$ cat src/rtl/cpu_pkg.sv
// Package: cpu_pkg
// Purpose: shared definitions for the hiddenCPU sequencer slice.
//   - ALU opcode constants and the LDI mode encoding
//   - instruction field bit positions
//   - sequencer state encoding
//   - decode helper that recognises the two-byte LDI instruction
package cpu_pkg;

  // ALU opcodes carried in instruction bits [7:6]
  localparam logic [1:0] OP_ADD = 2'd0;
  localparam logic [1:0] OP_SUB = 2'd1;
  localparam logic [1:0] OP_XOR = 2'd2;
  localparam logic [1:0] OP_MOV = 2'd3;

  // Mode value that turns OP_MOV into a load-immediate
  localparam logic [1:0] MODE_LDI = 2'b11;

  // Instruction field bit positions
  localparam int OPC_HI  = 7;
  localparam int OPC_LO  = 6;
  localparam int RD_HI   = 5;
  localparam int RD_LO   = 4;
  localparam int RS_HI   = 3;
  localparam int RS_LO   = 2;
  localparam int MODE_HI = 1;
  localparam int MODE_LO = 0;

  // Sequencer states
  typedef enum logic [2:0] {
    ST_FETCH     = 3'd0,
    ST_FETCH_IMM = 3'd1,
    ST_DECODE    = 3'd2,
    ST_EXECUTE   = 3'd3,
    ST_WRITEBACK = 3'd4
  } state_t;

  // True when the instruction byte is LDI (a second, immediate byte follows)
  function automatic logic is_ldi(input logic [7:0] instr);
    return (instr[OPC_HI:OPC_LO] == OP_MOV) && (instr[MODE_HI:MODE_LO] == MODE_LDI);
  endfunction

endpackage

$ cat src/rtl/regfile_4x8.sv
// Module: regfile_4x8
// Purpose: four 8-bit architectural registers.
// Ports:
//   clk, rst      - clock, synchronous active-high reset (all entries -> REG_RST)
//   ra0, ra1      - read addresses; rd0, rd1 are combinational read data
//   we, wa, wd    - synchronous write enable / address / data
module regfile_4x8 #(
  parameter logic [7:0] REG_RST = 8'h00
) (
  input  logic       clk,
  input  logic       rst,
  input  logic [1:0] ra0,
  input  logic [1:0] ra1,
  output logic [7:0] rd0,
  output logic [7:0] rd1,
  input  logic       we,
  input  logic [1:0] wa,
  input  logic [7:0] wd
);

  logic [7:0] regs_r [4];

  // Register storage: reset all entries, otherwise single write port
  always_ff @(posedge clk) begin
    if (rst) begin
      for (int i = 0; i < 4; i++) begin
        regs_r[i] <= REG_RST;
      end
    end else if (we) begin
      regs_r[wa] <= wd;
    end
  end

  assign rd0 = regs_r[ra0];
  assign rd1 = regs_r[ra1];

endmodule

$ cat src/rtl/cpu_sequencer.sv
// Module: cpu_sequencer
// Purpose: fetch / decode / writeback control stage of the hiddenCPU. Fetches
//   instruction bytes over a valid/ready interface, owns the register file and
//   the program counter, drives the external ALU from registered operands and
//   commits the registered ALU result, flags, branches and toggle.
// Ports:
//   clk, rst                    - clock, synchronous active-high reset
//   instr_in/instr_valid/instr_ready - instruction byte handshake
//   pc                          - address of the next byte to fetch
//   alu_opcode/alu_addrs/alu_d0/alu_d1 - ALU drive (held stable between uses)
//   alu_dout/alu_carry/alu_borrow      - ALU result and arithmetic flags
//   alu_bcf/alu_bbf/alu_buc/alu_toggle - ALU branch and toggle requests
//   carry_flag/borrow_flag      - architectural flags
//   toggle_out                  - toggle flip-flop
//   busy                        - high whenever the sequencer is not in FETCH
module cpu_sequencer
  import cpu_pkg::*;
#(
  parameter int         PC_W    = 8,
  parameter logic [7:0] REG_RST = 8'h00
) (
  input  logic            clk,
  input  logic            rst,
  input  logic [7:0]      instr_in,
  input  logic            instr_valid,
  output logic            instr_ready,
  output logic [PC_W-1:0] pc,
  output logic [1:0]      alu_opcode,
  output logic [3:0]      alu_addrs,
  output logic [7:0]      alu_d0,
  output logic [7:0]      alu_d1,
  input  logic [7:0]      alu_dout,
  input  logic            alu_carry,
  input  logic            alu_borrow,
  input  logic            alu_bcf,
  input  logic            alu_bbf,
  input  logic            alu_buc,
  input  logic            alu_toggle,
  output logic            carry_flag,
  output logic            borrow_flag,
  output logic            toggle_out,
  output logic            busy
);

  state_t state_r;
  state_t state_next_s;

  logic [PC_W-1:0] pc_r;
  logic [7:0]      instr_r;
  logic [7:0]      imm_r;
  logic [7:0]      op0_r;
  logic [7:0]      op1_r;
  logic [7:0]      res_r;
  logic            alu_carry_r;
  logic            alu_borrow_r;
  logic            bcf_r;
  logic            bbf_r;
  logic            buc_r;
  logic            tog_r;
  logic            carry_flag_r;
  logic            borrow_flag_r;
  logic            toggle_r;

  logic            ready_s;
  logic            busy_s;
  logic            rf_we_s;
  logic            hs_s;
  logic            take_s;
  logic [7:0]      rf_rd0_s;
  logic [7:0]      rf_rd1_s;
  logic [PC_W-1:0] pc_one_s;
  logic [PC_W-1:0] pc_target_s;
  logic [PC_W+7:0] res_ext_s;

  assign pc_one_s = {{(PC_W-1){1'b0}}, 1'b1};

  // Branch target is the low PC_W bits of the zero-extended result
  assign res_ext_s   = {{PC_W{1'b0}}, res_r};
  assign pc_target_s = res_ext_s[PC_W-1:0];

  // Flags are the values before this instruction's own flag update
  assign take_s = buc_r | (bcf_r & carry_flag_r) | (bbf_r & borrow_flag_r);

  assign hs_s = instr_valid & ready_s;

  regfile_4x8 #(
    .REG_RST (REG_RST)
  ) u_rf (
    .clk (clk),
    .rst (rst),
    .ra0 (instr_r[RD_HI:RD_LO]),
    .ra1 (instr_r[RS_HI:RS_LO]),
    .rd0 (rf_rd0_s),
    .rd1 (rf_rd1_s),
    .we  (rf_we_s),
    .wa  (instr_r[RD_HI:RD_LO]),
    .wd  (res_r)
  );

  // State register
  always_ff @(posedge clk) begin
    if (rst) begin
      state_r <= ST_FETCH;
    end else begin
      state_r <= state_next_s;
    end
  end

  // Next-state logic
  always_comb begin
    state_next_s = state_r;
    case (state_r)
      ST_FETCH: begin
        if (hs_s) begin
          state_next_s = is_ldi(instr_in) ? ST_FETCH_IMM : ST_DECODE;
        end else begin
          state_next_s = ST_FETCH;
        end
      end
      ST_FETCH_IMM: begin
        if (hs_s) begin
          state_next_s = ST_DECODE;
        end else begin
          state_next_s = ST_FETCH_IMM;
        end
      end
      ST_DECODE:    state_next_s = ST_EXECUTE;
      ST_EXECUTE:   state_next_s = ST_WRITEBACK;
      ST_WRITEBACK: state_next_s = ST_FETCH;
      default:      state_next_s = ST_FETCH;
    endcase
  end

  // State-decoded outputs: handshake ready, busy, register write enable
  always_comb begin
    ready_s = 1'b0;
    busy_s  = 1'b1;
    rf_we_s = 1'b0;
    case (state_r)
      ST_FETCH: begin
        ready_s = 1'b1;
        busy_s  = 1'b0;
      end
      ST_FETCH_IMM: begin
        ready_s = 1'b1;
      end
      ST_WRITEBACK: begin
        // A taken branch or a toggle suppresses the register write
        rf_we_s = ~take_s & ~tog_r;
      end
      default: begin
        ready_s = 1'b0;
      end
    endcase
  end

  // Datapath: fetch latches, operand latches, ALU capture, commit
  always_ff @(posedge clk) begin
    if (rst) begin
      pc_r          <= '0;
      instr_r       <= 8'h00;
      imm_r         <= 8'h00;
      op0_r         <= 8'h00;
      op1_r         <= 8'h00;
      res_r         <= 8'h00;
      alu_carry_r   <= 1'b0;
      alu_borrow_r  <= 1'b0;
      bcf_r         <= 1'b0;
      bbf_r         <= 1'b0;
      buc_r         <= 1'b0;
      tog_r         <= 1'b0;
      carry_flag_r  <= 1'b0;
      borrow_flag_r <= 1'b0;
      toggle_r      <= 1'b0;
    end else begin
      case (state_r)
        ST_FETCH: begin
          if (hs_s) begin
            instr_r <= instr_in;
            pc_r    <= pc_r + pc_one_s;
          end
        end
        ST_FETCH_IMM: begin
          if (hs_s) begin
            imm_r <= instr_in;
            pc_r  <= pc_r + pc_one_s;
          end
        end
        ST_DECODE: begin
          // MOV/branch sources its value from rs; LDI from the immediate
          if (is_ldi(instr_r)) begin
            op0_r <= imm_r;
          end else if (instr_r[OPC_HI:OPC_LO] == OP_MOV) begin
            op0_r <= rf_rd1_s;
          end else begin
            op0_r <= rf_rd0_s;
          end
          op1_r <= rf_rd1_s;
        end
        ST_EXECUTE: begin
          res_r        <= alu_dout;
          alu_carry_r  <= alu_carry;
          alu_borrow_r <= alu_borrow;
          bcf_r        <= alu_bcf;
          bbf_r        <= alu_bbf;
          buc_r        <= alu_buc;
          tog_r        <= alu_toggle;
        end
        ST_WRITEBACK: begin
          if (take_s) begin
            pc_r <= pc_target_s;
          end else if (tog_r) begin
            toggle_r <= ~toggle_r;
          end
          case (instr_r[OPC_HI:OPC_LO])
            OP_ADD:  carry_flag_r  <= alu_carry_r;
            OP_SUB:  borrow_flag_r <= alu_borrow_r;
            default: begin
            end
          endcase
        end
        default: begin
        end
      endcase
    end
  end

  // Ready is forced low while reset is asserted
  assign instr_ready = ready_s & ~rst;
  assign busy        = busy_s;
  assign pc          = pc_r;
  assign alu_opcode  = instr_r[OPC_HI:OPC_LO];
  assign alu_addrs   = instr_r[RD_HI:RS_LO];
  assign alu_d0      = op0_r;
  assign alu_d1      = op1_r;
  assign carry_flag  = carry_flag_r;
  assign borrow_flag = borrow_flag_r;
  assign toggle_out  = toggle_r;

endmodule

$ cat config.mk
export PLATFORM = sky130hd
export DESIGN_NAME = cpu_sequencer
export DESIGN_NICKNAME = d
export VERILOG_FILES = /design/src/rtl/cpu_pkg.sv /design/src/rtl/regfile_4x8.sv /design/src/rtl/cpu_sequencer.sv
export SDC_FILE = /design/constraint.sdc
export NUM_CORES = 1
export LEC_CHECK = 0
export ABC_CLOCK_PERIOD_IN_PS = 2100
export BUFFER_PORTS_ARGS = -buffer_cell sky130_fd_sc_hd__buf_2
export CAP_MARGIN = 15
export CORE_AREA = 3 3 77 134
export CTS_BUF_LIST = sky130_fd_sc_hd__clkbuf_2 sky130_fd_sc_hd__clkbuf_4 sky130_fd_sc_hd__clkbuf_8
export DETAILED_ROUTE_END_ITERATION = 8
export DIE_AREA = 0 0 80 137
export PLACE_DENSITY = 0.77
export SYNTH_ARGS = -nofsm -noshare
export SYNTH_HDL_FRONTEND = slang
export SYNTH_SLANG_ARGS = --single-unit
$ cat constraint.sdc
create_clock -name clk -period 2.1 [get_ports clk]
set_clock_uncertainty 0.1 [all_clocks]
set_input_delay 0 -clock clk [delete_from_list [all_inputs] [get_ports clk]]
set_output_delay 0 -clock clk [all_outputs]
set_load 0.03 [all_outputs]
==> flow_summary.ini <==
[run_status]
outcome = finished clean

[setup_path]
rr_startpoint = state_r[1]
critical_path.startpoint = state_r[1]
slowest_delay_ns = 0.43
path_class = reg2reg
cp-start-kind = register
crit_fanout = 8
reg2regPathDepth = 5
cpMaxStageDelayCell = or3b_1
endpoint_kind = register
worst_ep_required_time_ns = 2.08
path_cells = or3b_1 > nor4b_4 > buf_4 > and3b_1 > or2_4
worstPathArrival_ns = 1.96

[routing]
drc = 0
drt_wl_total_mm = 10.3
num_vias = 3387
drt_iter0_drc = 220
post_drt_wl_per_cell_um = 16.2
viasPerCell = 5.31
final_antenna_net_count = 0
first_pass_iters = 6

[synth]
syn_area_um2 = 4340
synth_compound_area_share_pct = 11.3
synth_seq_cells = 96
synthMuxAreaShare_pct = 11.1
yosysSeqAreaShare_pct = 51.7
syn_inst = 431
yosys_warnings = 0
synth_top_area_share_pct = 29.5
synth.area.top_cells = dfxtp_1 (30%), edfxtp_1 (22%), mux4_2 (8.3%), nand2_1 (7.3%), and2_1 (5.2%)
synthSimpleGateAreaFrac_pct = 21.5
synth_top_family_by_area = simple AND/OR/NAND/NOR gates
synth_fp_nets = 457
synth_xor_area_share_pct = 0.202
synthAdderAreaFrac_pct = 0.289
synth_top_area_cell = dfxtp_1
avgSynthCellArea_um2 = 10.1
synth_cell_types = 47
synth_edf_count = 32
async_reset_ff_share_pct = 0
synth_ff_type = dfxtp_1

[sta]
fmax_ghz = 0.504
timing.final.crit_share_pct = 94.4
setup_viol = 0
maxSlewHeadroom_pct = 41.5
hold_viol = 0
worstMarginPinSlew_ns = 0.871
maxSlewViolCount = 0
min_period_ns = 1.98

[final_layout]
utilization_pct = 55.3
final_area_um2 = 5200
regArea_um2 = 2240
n_antenna_cell = 0
multi_input_area_um2 = 1940
stdcell_count = 638
synthToLayoutAreaGrowth_pct = 20.0
nets = 537
nFillCells = 837
drive_gt1_share_pct = 24.2

[placed_design]
place.gp.congestion = 0.899
portBuffers = 59
dp_cells = 599
placed_area_um2 = 4790
dp_hpwl_mm = 7.81

[grt]
grtUsageTotal_pct = 19.8
overflow = 0
grt_pass1_vias = 3380
grt_pass1_wl_mm = 16.5
use_met1_pct = 20.7
grt_antenna_before_repair = 0
use_met2_pct = 36.0
busiest_layer = met2
grt_max_degree = 36
use_met3_pct = 2.24

[power_and_ir_drop]
p_switching_uw = 981
switching_share_pct = 27.0
p_int_uw = 2650
leakage_uw = 0.00201
power_frac_seq_pct = 56.7
p_per_area_nw_per_um2 = 698
ir_drop_v = 0.000369
pwr-share-clk_pct = 30.0
p_comb_share_pct = 13.3

[min_path]
hp-class = in2reg
min_delay_path_depth = 3
hp-start = rst

[run]
cap_violations = 0

[die]
start_util_pct = 46.1
die_h_um = 137
num_rows = 47
die_w_um = 80
core_region_area_um2 = 9410
die_area_um2 = 11000
io_pins = 60

[clocking]
cts_setup_buffers = 0
cts_buffer_depth = 2
cts.sinks = 96
path_clk_slew_ns = 0.09
cts_tree = yes
h-tree-depth = 3
numCtsBuffers = 9
cts-root-buf = clkbuf_8
clk_latency_ns = 0.37
synthesized netlist by cell type, types with 3 or more instances:
master    number
a21oi_1       37
a22o_1         8
a31oi_1        9
and2_1        36
buf_2          4
buf_4          6
clkbuf_1      22
dfxtp_1       64
edfxtp_1      32
inv_1          6
mux2i_1       12
mux4_2        16
nand2_1       84
nand2b_1       4
nand3_1        5
nor2_1        30
nor3_1         7
o21ai_0        5
o21ai_1        5
o31ai_1        3
or2_1          3
final timing paths:
check,end,slack [ns]
min reg2reg,alu_d1[2],0.36
min,imm_r[6],0.05
max reg2reg,u_rf.regs_r[1][7],0.12
max,u_rf.regs_r[1][7],0.12
worst max-delay path, delay by kind of cell, from the launching register on:
family,cells,cell delay (ns)
and+or+nand+nor,4,1.10
buffers and inverters,1,0.17
DFF,1,0.32
power by group through the flow:
| stage | logic (uW) | clock network [uW] | registers (uW) |
|---|---|---|---|
| global placement | 438 | 0 | 2100 |
| global route | 526 | 1170 | 2070 |
| finish | 483 | 1090 | 2060 |
| CTS | 483 | 1110 | 2060 |
| floorplan | 288 | 0 | 2120 |
| detailed placement | 449 | 0 | 2100 |
metal layers:
layer	wire [um]	share of wire, %
met4	509	4.9
met3	347	3.4
met2	5600	54
met1	3850	37
met5	0	0
layout by cell type (no fill, tap or decap), types with 2 or more instances in the layout:
master / n
clkbuf_4: 2
buf_2: 59
mux4_2: 16
dlygate4sd3_1: 23
or2_2: 2
a31oi_1: 9
and2_1: 36
dfxtp_2: 2
nor3b_1: 2
clkinvlp_4: 2
o31ai_1: 3
clkbuf_8: 9
and4_1: 2
nand2_1: 84
buf_4: 20
and3b_1: 2
mux2i_1: 12
clkinv_2: 2
or2_4: 3
dfxtp_1: 62
nor3_1: 7
nand3_1: 5
edfxtp_1: 32
nand2b_1: 4
o21ai_1: 5
a221oi_1: 2
nand4_1: 2
a21oi_1: 37
or3_1: 2
nor2_1: 30
a22o_1: 8
o21ai_0: 5
inv_1: 6
flip-flops by register name (all words and copies together) (netlist names), named ones only:
signal,count
pc_target_s,8
bbf_r,1
toggle_out,1
alu_carry_r,1
alu_d1,8
carry_flag,1
borrow_flag,1
alu_borrow_r,1
state_r,3
pc,8
alu_d0,8
bcf_r,1
instr_r,8
imm_r,8
u_rf.regs_r,32
tog_r,1
buc_r,1
metrics by stage:
step	setup WS, ns	power, uW	hold slack (ns)	setup TNS, ns
floorplan	0.0108	2400	0.0360	0
global placement	0.0815	2530	0.141	0
detailed placement	-0.00183	2550	0.147	-0.0126
CTS	0.00727	3650	0.0279	0
global route	-0.00181	3770	0.0701	-0.00350
finish	0.117	3630	0.0485	0
kinds of logic (layout without fill, tap and decap cells):
logic type,after synthesis,in the layout
AOI/OAI and AO/OA,76,76
xor gates and xnor gates,1,1
adders and majority gates,1,1
buffers and inverters,39,124
DFF,96,96
muxes,28,28
and+or+nand+nor,190,190
layout make-up:
| cell class | count | area share (%) |
|---|---|---|
| multi-input combinational | 296 | 37.2 |
| sequential | 96 | 43.1 |
| tap | 122 | 2.93 |
| timing repair buffer | 102 | 13.0 |
| clock inverter | 5 | 0.649 |
| clock buffer | 11 | 2.67 |
| inverter | 6 | 0.433 |
timing repair:
| item | 4_1_cts | 5_1_grt |
|---|---|---|
| hold buffers | 23 | 0 |
| endpoints found under the hold margin | 36 | 0 |
| gates resized for setup | 1 | 1 |
| setup endpoints to repair | 8 | 24 |
| pin swaps | 0 | 1 |
Power figures use the tool's default switching activity.
